--- src/rtl/core_quant_packer.sv ---
// Packs MAC_MULT_NUM quantized results per bus word and writes each word to the
// output global bus at consecutive addresses, pulsing done after the job's last result.
module core_quant_packer #(
  parameter int MAC_MULT_NUM    = 8,
  parameter int IDATA_WIDTH     = 8,
  parameter int GBUS_DATA_WIDTH = 64,
  parameter int GBUS_ADDR_WIDTH = 16,
  parameter int LEN_WIDTH       = 16
) (
  input  logic                       clk,
  input  logic                       rst,
  input  logic                       cfg_vld,
  input  logic [GBUS_ADDR_WIDTH-1:0] cfg_base_addr,
  input  logic [LEN_WIDTH-1:0]       cfg_out_len,
  input  logic [IDATA_WIDTH-1:0]     quant_odata,
  input  logic                       quant_odata_valid,
  output logic [GBUS_ADDR_WIDTH-1:0] out_gbus_addr,
  output logic                       out_gbus_wen,
  output logic [GBUS_DATA_WIDTH-1:0] out_gbus_wdata,
  output logic                       busy,
  output logic                       done,
  output logic                       overflow_err
);

  localparam int LANE_W = (MAC_MULT_NUM > 1) ? $clog2(MAC_MULT_NUM) : 1;

  typedef enum logic [1:0] {
    S_IDLE = 2'd0,
    S_PACK = 2'd1,
    S_LAST = 2'd2,
    S_DONE = 2'd3
  } state_t;

  state_t                     r_state;
  state_t                     w_state_nxt;
  logic [GBUS_ADDR_WIDTH-1:0] r_base;
  logic [LEN_WIDTH-1:0]       r_len;
  logic [LEN_WIDTH-1:0]       r_res_cnt;
  logic [GBUS_ADDR_WIDTH-1:0] r_word_idx;
  logic [LANE_W-1:0]          r_lane_idx;
  logic [GBUS_DATA_WIDTH-1:0] r_lanes;
  logic [GBUS_ADDR_WIDTH-1:0] r_addr;
  logic [GBUS_DATA_WIDTH-1:0] r_wdata;
  logic                       r_wen;
  logic                       r_busy;
  logic                       r_done;
  logic                       r_ovf;

  logic                       w_start;
  logic                       w_store;
  logic                       w_last;
  logic                       w_full;
  logic                       w_flush;
  logic                       w_drop;
  logic [LEN_WIDTH-1:0]       w_res_nxt;
  logic [GBUS_DATA_WIDTH-1:0] w_word;

  assign w_res_nxt = r_res_cnt + LEN_WIDTH'(1);
  assign w_store   = (r_state == S_PACK) && quant_odata_valid;
  assign w_last    = w_store && (w_res_nxt == r_len);
  assign w_full    = w_store && (r_lane_idx == LANE_W'(MAC_MULT_NUM - 1));
  assign w_flush   = w_last || w_full;
  assign w_drop    = quant_odata_valid && (r_state != S_PACK);

  // Current lane image with the incoming result merged into lane r_lane_idx
  always_comb begin
    w_word = r_lanes;
    for (int k = 0; k < MAC_MULT_NUM; k++) begin
      if (r_lane_idx == LANE_W'(k)) begin
        w_word[k*IDATA_WIDTH +: IDATA_WIDTH] = quant_odata;
      end else begin
        w_word[k*IDATA_WIDTH +: IDATA_WIDTH] = r_lanes[k*IDATA_WIDTH +: IDATA_WIDTH];
      end
    end
  end

  // Next-state logic
  always_comb begin
    w_state_nxt = r_state;
    w_start     = 1'b0;
    case (r_state)
      S_IDLE: begin
        if (cfg_vld && (cfg_out_len != LEN_WIDTH'(0))) begin
          w_state_nxt = S_PACK;
          w_start     = 1'b1;
        end else begin
          w_state_nxt = S_IDLE;
        end
      end
      S_PACK: begin
        if (w_last) begin
          w_state_nxt = S_LAST;
        end else begin
          w_state_nxt = S_PACK;
        end
      end
      S_LAST:  w_state_nxt = S_DONE;
      S_DONE:  w_state_nxt = S_IDLE;
      default: w_state_nxt = S_IDLE;
    endcase
  end

  // State register
  always_ff @(posedge clk or posedge rst) begin
    if (rst) begin
      r_state <= S_IDLE;
    end else begin
      r_state <= w_state_nxt;
    end
  end

  // Job context, lane packing and registered bus outputs
  always_ff @(posedge clk or posedge rst) begin
    if (rst) begin
      r_base     <= {GBUS_ADDR_WIDTH{1'b0}};
      r_len      <= {LEN_WIDTH{1'b0}};
      r_res_cnt  <= {LEN_WIDTH{1'b0}};
      r_word_idx <= {GBUS_ADDR_WIDTH{1'b0}};
      r_lane_idx <= {LANE_W{1'b0}};
      r_lanes    <= {GBUS_DATA_WIDTH{1'b0}};
      r_addr     <= {GBUS_ADDR_WIDTH{1'b0}};
      r_wdata    <= {GBUS_DATA_WIDTH{1'b0}};
      r_wen      <= 1'b0;
      r_busy     <= 1'b0;
      r_done     <= 1'b0;
      r_ovf      <= 1'b0;
    end else begin
      r_wen  <= w_flush;
      r_done <= (r_state == S_LAST);
      r_ovf  <= r_ovf | w_drop;
      if (r_state == S_LAST) begin
        r_busy <= 1'b0;
      end else if (w_start) begin
        r_busy <= 1'b1;
      end
      if (w_start) begin
        r_res_cnt <= {LEN_WIDTH{1'b0}};
      end else if (w_store) begin
        r_res_cnt <= w_res_nxt;
      end
      if (w_start) begin
        r_base     <= cfg_base_addr;
        r_len      <= cfg_out_len;
        r_word_idx <= {GBUS_ADDR_WIDTH{1'b0}};
        r_lane_idx <= {LANE_W{1'b0}};
        r_lanes    <= {GBUS_DATA_WIDTH{1'b0}};
      end else if (w_flush) begin
        // Clearing the lanes here zero-fills any partial final word
        r_wdata    <= w_word;
        r_addr     <= r_base + r_word_idx;
        r_word_idx <= r_word_idx + GBUS_ADDR_WIDTH'(1);
        r_lane_idx <= {LANE_W{1'b0}};
        r_lanes    <= {GBUS_DATA_WIDTH{1'b0}};
      end else if (w_store) begin
        r_lanes    <= w_word;
        r_lane_idx <= r_lane_idx + LANE_W'(1);
      end
    end
  end

  assign out_gbus_addr  = r_addr;
  assign out_gbus_wen   = r_wen;
  assign out_gbus_wdata = r_wdata;
  assign busy           = r_busy;
  assign done           = r_done;
  assign overflow_err   = r_ovf;

endmodule

--- config.mk ---
export PLATFORM = sky130hd
export DESIGN_NAME = core_quant_packer
export DESIGN_NICKNAME = d
export VERILOG_FILES = /design/src/rtl/core_quant_packer.sv
export SDC_FILE = /design/constraint.sdc
export NUM_CORES = 1
export LEC_CHECK = 0
export CAP_MARGIN = 20
export CORE_UTILIZATION = 30
export DETAILED_ROUTE_END_ITERATION = 10
export PLACE_DENSITY = 0.59
export SLEW_MARGIN = 20
export SYNTH_ARGS = -nofsm -noshare
export SYNTH_HDL_FRONTEND = slang
export SYNTH_SLANG_ARGS = --single-unit
--- constraint.sdc ---
create_clock -name clk -period 8.6 [get_ports clk]
set_clock_uncertainty 0.2 [all_clocks]
set_input_delay 2.58 -clock clk [delete_from_list [all_inputs] [get_ports clk]]
set_output_delay 2.58 -clock clk [all_outputs]
set_load 0.01 [all_outputs]
# [Yosys cells after proc, flatten, opt, wreduce, memory -nomap -nowiden]
# Index checks and enable logic that the tools add are counted.
[totals] register_bits=217 in_bits=44 output_inout_bits=84 word_cells=70
[classes] addsub=4 eq_ne=12 mux=25 bitwise_logic=2 reduce_logical=14
[ops] cell="64-bit 2-to-1 mux" count=3
[ops] cell="16-bit 2-to-1 mux" count=4
[ops] cell="8-bit 2-to-1 mux" count=8
[ops] cell="16-bit by 1-bit adder with 16-bit output, second input constant" count=2
[ops] cell="16-bit adder" count=1
[ops] cell="16-bit == test" count=1
[ops] cell="16-bit nonzero test" count=1
[ops] cell="3-bit == test, second input constant" count=4
[ops] cell="3-bit 2-to-1 mux" count=3
[ops] cell="2-bit one-hot mux with 4 select lines" count=1
[ops] cell="3-bit by 2-bit == test with 1-bit output, second input constant" count=2
[ops] cell="2-bit nonzero test" count=3
[ops] cell="1-bit logical AND" count=5
[ops] cell="1-bit 2-to-1 mux" count=5
[ops] cell="2-bit == test, second input constant" count=2
[ops] cell="3-bit by 1-bit adder with 3-bit output, second input constant" count=1
[ops] cell="3-bit by 1-bit == test with 1-bit output, second input constant" count=1
[ops] cell="3-bit logical NOT" count=1
[ops] cell="3-bit nonzero test" count=1
[ops] cell="2-bit by 1-bit == test with 1-bit output, second input constant" count=1
[ops] cell="2-bit logical NOT" count=1
[ops] cell="2-bit 2-to-1 mux" count=1
[ops] cell="2-bit by 1-bit inequality test with 1-bit output, second input constant" count=1
[ops] cell="2-bit AND reduction" count=1
[ops] cell="3 further kinds" count=3

# [Logic depth before layout (Yosys ltp)]
[depth] depth_word=6 ltp_mapped=13

# [Least setup slack after synthesis]
# No wires, ideal clock.
[synth_timing] path_kind="in2reg" startpoint="input port quant_odata_valid" endpoint="register r_lanes[16]" setup_time_ns=0.121 t_arrival_ns=4.230 slack_ns=4.049 path_stages=11 path_buffers=3 path_cell_list="nand3b_1 > nor3_1 > nand3_1 > and4bb_1 > and4b_1 > buf_6 > nor2_8 > buf_6 > and3_1 > buf_6 > a22o_1"
[synth_via] elab_chain_cells=5
[synth_lines] item="from (decl)" line_no="16" text="input logic quant_odata_valid,"
[synth_lines] item="1-bit logical AND (*)" line_no="59" text="assign w_store = (r_state == S_PACK) && quant_odata_valid;"
[synth_lines] item="1-bit logical AND (on tied branches)" line_no="60, 61"
[synth_lines] item="1-bit logical OR" line_no="62" text="assign w_flush = w_last || w_full;"
[synth_lines] item="64-bit 2-to-1 mux" line_no="147" text="end else if (w_flush) begin"
[synth_lines] item="64-bit 2-to-1 mux" line_no="141" text="if (w_start) begin"
[synth_lines] item="to (signal assigned)" line_no="146" text="r_lanes <= {GBUS_DATA_WIDTH{1'b0}};"
[synth_lines] item="to (signal assigned)" line_no="153" text="r_lanes <= {GBUS_DATA_WIDTH{1'b0}};"
[synth_lines] item="to (signal assigned)" line_no="155" text="r_lanes <= w_word;"
[synth_lines] item="to (decl)" line_no="41" text="logic [GBUS_DATA_WIDTH-1:0] r_lanes;"
# Every way passes the cells marked *; elsewhere a longest branch is shown, timed or not.
# A chain may end at the register's enable or synchronous reset.

# [Final worst setup path]
[layout_timing] startpoint="input port quant_odata_valid" endpoint="register r_lanes[23]"
# Same word-level chain as after synthesis.

==> metrics <==
Tmin final 6010 ps; number of nets in the layout 1226; hold path startpoint overflow_err; CTS buffer count 24; layout cells sized above 1 5.38%; reg2reg start r_res_cnt[0]; die height 188 um; CP arrival 6270 ps; First-pass DRT Iterations 5; reg2reg setup slack 4170 ps; port bufs 127; post-synth design cell area 10400 um^2; share of the yosys chip area belonging to registers 52.4%; status complete, no violations; largest net degree at the start of global routing 191; setup total negative slack 0 ps; ys async rst share 100%; antenna viol nets, final 0; H-tree levels 1; Initial DRC Count 370; startpoint types input port; Post-synth EDFFs 0; mean area per synthesized cell 9.81 um^2; Post-CTS Setup Bufs 0; Placed Area 12000 um^2; crit-path max cell delay 760 ps; post-DP HPWL 18000 um; CTS resizes 0; Die W 188 um; fin crit share 69.9%; Max Cap Violations 0; overall routing resource usage 15.1%; worst vdd ir 0.000160 V; RSZ-0062 raised after global routing no; Netlist cell types 60; I/O pins 128; Min-Delay Path Class register to register; critical path required time 8860 ps; Mapped Cells 1056; Synth-to-Final Area Change 23.3%; LEAKAGE 5.87 nW; Seq cells post-synth 217; Max FO, Critical Path 92; Rows 67; Slew @ Worst Pin 974 ps; Slew Viols, Final 0; achievable frequency 166 MHz; final setup fails 0; Congestion Overflow GR 0; slowest cell on the critical path nor2_8; Reg clk slew, reported paths 60 ps; ANT cells 0; post-route cell area 12800 um^2; Worst Setup End Kind register; PwrDens 308 nW/um^2; via/cell ratio 4.78; crit path cell chain clkdlybuf4s50_1 > nand3b_1 > nor3_1 > nand3_1 > and4bb_1 > and4b_1 > buf_4 > nor2_8 > buf_4 > and3_1 > a22o_1; Top FF cell, synth dfrtp_1; CTS sink cnt 217; initial core utilization 30.7%; antenna violations before repair 0; WL met1 12900 um; final wirelength 26300 um; pre-CTS WS 2040 ps; root buf cell clkbuf_16; gp weighted congestion 0.798; FF-to-FF End r_lanes[23]; worst setup margin 2590 ps; first-pass GRT wire length 42800 um; hold endpoint overflow_err; Post-CTS Hold Buffers 0; vias in the first global route 7669; Routed met3 length 1040 um; Worst R2R Path Depth 11; Cells on Worst Hold Path 1; TritonCTS clock tree done; syn_nets 1124; Crit Path Class input port to register; largest buffer count on any clock path 3; Avg WL per Cell 16.2 um; Slew headroom 35.1%; final hold vios 0; core area 33800 um^2; top routing layer in use met4; Syn. warnings 0; full die area 35300 um^2; Fillers 3421; later-pin clock latency in the skew report 530 ps; via count 7750; WL met2 11800 um; drc violations 0; most common cell type on the critical path buf_4
-- power breakdown --
part	total [mW]	switching, mW	internal [mW]
clock	0.989	0.413	0.576
sequential	1.58	0.234	1.35
combinational	1.37	0.734	0.637
total	3.94	1.38	2.56
-- worst max path at each step --
stage / start / endpoint / slack [ps]
after floorplan: rst / async pin / 2990
after global placement: quant_odata_valid / r_lanes[21] / 2060
after detailed placement: quant_odata_valid / r_lanes[21] / 2040
after CTS: quant_odata_valid / r_lanes[23] / 2600
after global routing: quant_odata_valid / r_lanes[30] / 2160
final: quant_odata_valid / r_lanes[23] / 2590
-- registers in the layout, summed over array words and instances, names as in the netlist, named ones only --
| register | count |
|---|---|
| r_lane_idx | 3 |
| r_res_cnt | 16 |
| r_base | 16 |
| r_word_idx | 16 |
| out_gbus_wen | 1 |
| r_state | 1 |
| done | 1 |
| r_lanes | 64 |
| out_gbus_wdata | 64 |
| r_len | 16 |
| busy | 1 |
| out_gbus_addr | 16 |
| overflow_err | 1 |
-- critical path: cells and delay by family --
family	cells	cell delay, ps
AO/OA/AOI/OAI	1	200
AND/OR/NAND/NOR	7	2170
buffers and inverters	3	1260
-- kinds of logic (layout without fill, tap and decap cells) --
family	count (synthesis)	after routing	synth area share, %
AO/OA/AOI/OAI	209	209	12.5
XOR/XNOR	58	58	4.90
adder cells (fa/ha/maj)	24	24	2.97
buffers and inverters	76	192	3.31
flip-flops	217	217	52.4
multiplexers	70	70	6.77
AND/OR/NAND/NOR	402	402	17.1
-- Yosys cell counts, drive strengths merged, types with 3 or more instances --
| library cell | number | share of area (%) |
|---|---|---|
| o41ai | 5 | 1.1 |
| xnor2 | 29 | 2.5 |
| or3 | 4 | 0.24 |
| o211ai | 4 | 0.29 |
| nand3b | 4 | 0.29 |
| nor2 | 53 | 2.1 |
| and2 | 3 | 0.18 |
| buf | 25 | 1.4 |
| o31ai | 4 | 0.29 |
| inv | 16 | 0.58 |
| nand2 | 255 | 9.2 |
| dfrtp | 217 | 52 |
| a21o | 4 | 0.29 |
| o2111ai | 3 | 0.25 |
| a22o | 17 | 1.4 |
| xor2 | 29 | 2.5 |
| ha | 23 | 2.8 |
| nor2b | 4 | 0.24 |
| clkbuf | 35 | 1.3 |
| nor3 | 10 | 0.48 |
| a21oi | 31 | 1.5 |
| nand4 | 9 | 0.60 |
| mux2i | 69 | 6.7 |
| nand2b | 6 | 0.36 |
| nor4 | 8 | 0.54 |
| o21ai | 126 | 6.1 |
| and3 | 18 | 1.1 |
| nand3 | 21 | 1.2 |
-- area by class of cell --
class | instances | area (um^2) | share of cell area, %
flip-flops and latches | 217 | 5430 | 42.5
multi-input cells | 763 | 4600 | 36.0
repair buffers | 136 | 1370 | 10.7
clock buffers | 33 | 674 | 5.28
well taps | 448 | 561 | 4.39
clock inverters | 7 | 75.1 | 0.588
inverters | 16 | 63.8 | 0.499
-- metal layers --
layer / vias to the layer above / global-route usage, %
met5: - / 0
met3: 28 / 2.06
met4: 0 / 3.31
met2: 165 / 23.7
met1: 3749 / 22.1
li1: 3808 / -
-- layout by cell type (no fill, tap or decap), types with 5 or more instances in the layout --
| cell | instances |
|---|---|
| xnor2_1 | 29 |
| inv_1 | 14 |
| mux2i_1 | 69 |
| nand2b_1 | 6 |
| nor3_1 | 10 |
| dfrtp_1 | 217 |
| nor2_1 | 52 |
| and3_1 | 17 |
| nand3_1 | 18 |
| nor4_1 | 7 |
| clkbuf_16 | 24 |
| clkbuf_1 | 5 |
| clkdlybuf4s50_1 | 127 |
| a21oi_1 | 31 |
| nand2_1 | 255 |
| o21ai_1 | 8 |
| o21ai_0 | 118 |
| a22o_1 | 17 |
| xor2_1 | 29 |
| buf_4 | 7 |
| nand4_1 | 8 |
| ha_1 | 23 |
-- per-stage QoR --
| stage | cells | hold WS, ps | power [mW] | util [%] |
|---|---|---|---|---|
| 2_1_floorplan | 1056 | 249 | 2.42 | - |
| 3_3_place_gp | 1579 | 251 | 2.95 | 35.5 |
| 3_5_place_dp | 1579 | 256 | 2.98 | 35.5 |
| 4_1_cts | 1619 | 277 | 3.99 | 37.7 |
| 5_1_grt | 1620 | 303 | 4.22 | 37.8 |
| 6_report | 1620 | 268 | 3.94 | 37.8 |
Power figures use the tool's default switching activity.
